## src/rtl/alu_uart_interface.sv

```systemverilog
// -----------------------------------------------------------------------------
// alu_uart_interface
//
// Sequencing stage between a UART receiver, a combinational ALU and a UART
// transmitter. Three received bytes are collected in order (operand A,
// operand B, opcode) and held stable on the ALU inputs. One cycle later the
// ALU result is captured into the TX byte register, a one-cycle start pulse
// is issued, and the block then waits for transmit completion before it
// accepts the next operand A.
//
// Ports
//   i_clk          system clock, rising edge
//   i_reset        asynchronous, active-high reset
//   i_rx_data      received byte, valid while i_rx_done = 1
//   i_rx_done      one-cycle pulse, new byte on i_rx_data
//   i_alu_result   combinational ALU output
//   i_tx_done      one-cycle pulse, transmitter finished its byte
//   o_dato_A       registered operand A to the ALU
//   o_dato_B       registered operand B to the ALU
//   o_OP           registered opcode to the ALU (low NB_OP bits of byte 3)
//   o_tx_data      registered result byte to the transmitter
//   o_tx_start     one-cycle start pulse to the transmitter
//   o_busy         high while a result is being computed or sent
//
// state      | meaning
// -----------+------------------------------------------------------------
// WAIT_A     | idle, next received byte is operand A
// WAIT_B     | next received byte is operand B
// WAIT_OP    | next received byte is the opcode
// CALC       | ALU inputs settled, capture result into TX byte register
// SEND       | o_tx_start high for this single cycle
// WAIT_TX    | transmitter busy, hold everything until i_tx_done
// -----------------------------------------------------------------------------
module alu_uart_interface #(
  parameter int NB_DATA = 8,
  parameter int NB_OP   = 6
) (
  input  logic               i_clk,
  input  logic               i_reset,
  input  logic [NB_DATA-1:0] i_rx_data,
  input  logic               i_rx_done,
  input  logic [NB_DATA-1:0] i_alu_result,
  input  logic               i_tx_done,
  output logic [NB_DATA-1:0] o_dato_A,
  output logic [NB_DATA-1:0] o_dato_B,
  output logic [NB_OP-1:0]   o_OP,
  output logic [NB_DATA-1:0] o_tx_data,
  output logic               o_tx_start,
  output logic               o_busy
);

  typedef enum logic [2:0] {
    ST_WAIT_A  = 3'd0,
    ST_WAIT_B  = 3'd1,
    ST_WAIT_OP = 3'd2,
    ST_CALC    = 3'd3,
    ST_SEND    = 3'd4,
    ST_WAIT_TX = 3'd5
  } state_t;

  state_t             state_q,   state_d;
  logic [NB_DATA-1:0] dato_a_q,  dato_a_d;
  logic [NB_DATA-1:0] dato_b_q,  dato_b_d;
  logic [NB_OP-1:0]   op_q,      op_d;
  logic [NB_DATA-1:0] tx_data_q, tx_data_d;

  always_ff @(posedge i_clk or posedge i_reset) begin
    if (i_reset) begin
      state_q   <= ST_WAIT_A;
      dato_a_q  <= '0;
      dato_b_q  <= '0;
      op_q      <= '0;
      tx_data_q <= '0;
    end else begin
      state_q   <= state_d;
      dato_a_q  <= dato_a_d;
      dato_b_q  <= dato_b_d;
      op_q      <= op_d;
      tx_data_q <= tx_data_d;
    end
  end

  // Operand and opcode registers only move in the three receive states, so a
  // byte arriving while a result is in flight is simply lost and the ALU
  // inputs stay valid for the whole transmission.
  always_comb begin
    state_d   = state_q;
    dato_a_d  = dato_a_q;
    dato_b_d  = dato_b_q;
    op_d      = op_q;
    tx_data_d = tx_data_q;

    case (state_q)
      ST_WAIT_A: begin
        if (i_rx_done) begin
          dato_a_d = i_rx_data;
          state_d  = ST_WAIT_B;
        end
      end
      ST_WAIT_B: begin
        if (i_rx_done) begin
          dato_b_d = i_rx_data;
          state_d  = ST_WAIT_OP;
        end
      end
      ST_WAIT_OP: begin
        if (i_rx_done) begin
          op_d    = i_rx_data[NB_OP-1:0];
          state_d = ST_CALC;
        end
      end
      ST_CALC: begin
        // o_OP was updated on the previous edge; the ALU output now reflects it.
        tx_data_d = i_alu_result;
        state_d   = ST_SEND;
      end
      ST_SEND: begin
        state_d = ST_WAIT_TX;
      end
      ST_WAIT_TX: begin
        if (i_tx_done) begin
          state_d = ST_WAIT_A;
        end
      end
      default: begin
        state_d = ST_WAIT_A;
      end
    endcase
  end

  assign o_dato_A   = dato_a_q;
  assign o_dato_B   = dato_b_q;
  assign o_OP       = op_q;
  assign o_tx_data  = tx_data_q;
  assign o_tx_start = (state_q == ST_SEND);
  assign o_busy     = (state_q == ST_CALC) || (state_q == ST_SEND) ||
                      (state_q == ST_WAIT_TX);

endmodule
```

## config.mk

```make
export PLATFORM = sky130hd
export DESIGN_NAME = alu_uart_interface
export DESIGN_NICKNAME = d
export VERILOG_FILES = /design/src/rtl/alu_uart_interface.sv
export SDC_FILE = /design/constraint.sdc
export NUM_CORES = 1
export LEC_CHECK = 0
export CORE_MARGIN = 4
export CORE_UTILIZATION = 45
export CTS_BUF_LIST = sky130_fd_sc_hd__clkbuf_8
export DETAILED_ROUTE_END_ITERATION = 16
export HOLD_SLACK_MARGIN = 0.12
export PLACE_DENSITY = 0.82
export SYNTH_ARGS = -nofsm -noshare
export SYNTH_HDL_FRONTEND = slang
export SYNTH_SLANG_ARGS = --single-unit
```

## constraint.sdc

```tcl
create_clock -name i_clk -period 1.6 [get_ports i_clk]
set_input_delay 0.16 -clock i_clk [delete_from_list [all_inputs] [get_ports i_clk]]
set_output_delay 0.16 -clock i_clk [all_outputs]
set_load 0.01 [all_outputs]
```

==> reports/qor.yml <==
outcome: "finished, final reports clean"
io_buffers: 51
yosysSeqAreaShare_pct: 61.62
power_leakage_nw: 0.8427
cts.sinks: 33
drt-met1-wl_mm: 1.162
finalSetupViolCount: 0
place_congestion: 0.6902
die-area_um2: 3915
wire_per_inst_um: 17.53
syn-num-nets: 106
die_x_um: 62.57
placed_area_um2: 1913
syn2layout_area_growth_pct: 49.02
peakVddDrop_uv: 1364
wl_met3_um: 130
diodes: 0
ff2ff_setup_slack_ns: 0.08
min_period_ns: 1.523
timing.rr.end: "o_dato_A[3]"
finalPower_w: 0.004135
worst_pin_slew_ns: 0.4202
timing.final.max_slew_violations: 0
cts_root_buffer: "clkbuf_8"
wl_met2_mm: 1.695
startpoint_type: "flip-flop"
grt_usage_pct: 17.28
vias_per_cell: 5.210
cp_data_required_time_ns: 1.77
rows: 19
end_kind: "flip-flop"
slew_headroom_pct: 71.98
multiInputGateArea_um2: 479.2
hold_viol_final: 0
drive_above_1_share_pct: 34.48
initial_core_util_pct: 47.77
placed_cells: 170
core-area_um2: 2805
whs_ns: 0.2834
top_layer: "met4"
cp_slowest_cell: "dfrtp_2"
design_area_um2: 1997
clock_skew_ns: 0.002057
cp_top_family: "flip-flops"
dp_hpwl_mm: 2.299
dr_total_vias: 917
r2r-start: "state_q[2]"
cap_viol_max_count: 0
r2r_cells: 4
path_clk_slew_ns: 0.06
gr-total-overflow: 0
cp_max_fo: 6
clkLatencyLatePin_ns: 0.28
synthDistinctLibCells: 16
synth-seq-cells: 33
period_share_pct: 95.16
post_cts_buffers: 0
synthTopCellsByArea: "dfrtp_1 62%, mux2_2 25%, nor4b_4 1.8%, buf_6 1.7%, nor3b_1 1.7%"
pwr_density_cell_nw_per_um2: 2071
antenna_found_initial: 0
cts_resized: 5
final_net_count: 166
grt_setup_unrepaired: "no"
yosys_warnings: 0
regArea_um2: 829.5
synth_top_area_share_pct: 61.62
num_io_pins: 52
drt_first_pass_iters: 4
crit_chain: "buf_6 -> nor4b_4 -> buf_4 -> mux2_2"
drcViolationCount: 0
cts_tree: "done"
holdBufCountCts: 0
die-height_um: 62.57
path_buf_inv: 2
synth_cells: 86
htreeDepth: 2
synth_top_area_cell: "dfrtp_1"
crit_arrival_ns: 1.69
path_class: "flip-flop to flip-flop"
tns_ns: 0
cts.path.max_buffers: 2
syn_avg_cell_area_um2: 15.58
n_fill_cell: 213
cp.depth: 4
grt_pass1_vias: 1040
finalNonFillerCells: 176
max_stage_delay_ns: 0.44
grt_max_degree: 34
drtAntennaViolNets: 0
wirelength_mm: 3.085
drt_iter0_drc: 24
hold_path_class: "input pin to async pin"
max_freq_mhz: 656.8
grt_pass1_wl_mm: 5.195
syn_area_um2: 1340
cts_buffers: 5
-- power breakdown --
group / switching, W / internal (W)
clock: 0.000275 / 0.000285
combinational: 0.000710 / 0.00129
sequential: 0.000303 / 0.00128
total: 0.00129 / 0.00285
-- layer usage --
| layer | up-vias | track usage, % |
|---|---|---|
| li1 | 420 | - |
| met1 | 466 | 18.11 |
| met2 | 22 | 30.49 |
| met3 | 9 | 5.036 |
| met4 | 0 | 10.19 |
| met5 | - | 0 |
-- area by class of cell --
cell class / instances / area share [%]
well taps: 31 / 1.942
flip-flops and latches: 33 / 41.54
inverters: 1 / 0.1880
multi-input cells: 46 / 24.00
repair buffers: 59 / 28.63
clock buffers: 5 / 3.446
clock inverters: 1 / 0.2506
-- how the worst max path moves through the flow --
stage | from | end | slack (ns)
floorplan | state_q[0] | o_dato_A[0] | 0.16
global route | state_q[2] | o_dato_B[7] | 0.02
finish | state_q[2] | o_dato_A[3] | 0.08
detailed placement | i_rx_done | o_OP[1] | -0.05
CTS | state_q[2] | o_dato_A[3] | 0.03
global placement | i_rx_done | o_dato_B[7] | -0.02
-- stage by stage --
step | utilization (%) | setup WS, ns
global placement | 68.20 | -0.01731
detailed placement | 68.20 | -0.05406
finish | 71.19 | 0.07748
CTS | 71.01 | 0.02809
global route | 71.19 | 0.01527
floorplan | - | 0.1562
-- tightest hold or removal path: stages --
cell and delay [ns]:
clkdlybuf4s50_1 0.41, inv_1 0.05, buf_4 0.37
-- sequential cells by signal, indices dropped and copies added, names as in the netlist --
signal and cells:
o_OP 6, o_dato_A 8, o_dato_B 8, o_tx_data 8, state_q 3
-- layout by cell type (no fill, tap or decap), drive strengths merged, types with 2 or more instances in the layout --
cell,count
clkdlybuf4s50,49
dfrtp,33
mux2,30
buf,8
clkbuf,5
nor3b,3
nand2b,2
nand3b,2
dlygate4sd2,2
nor4b,2
nor4bb,2
-- kinds of logic after synthesis --
kind of cell,share of synthesized area [%]
compound gates,0.7462
buf+inv,3.454
mux,25.21
simple gates,8.963
flops,61.62
-- Yosys cell counts --
library cell and n:
a21oi_1 1, and2_1 1, buf_2 4, buf_6 2, dfrtp_1 33, inv_1 1, mux2_2 30, nand2_1 1
nand2b_1 2, nand3b_1 2, nor3b_1 3, nor4b_1 1, nor4b_4 1, nor4bb_1 2, o21ai_0 1, or4_1 1
(Power assumes the default switching activity.)
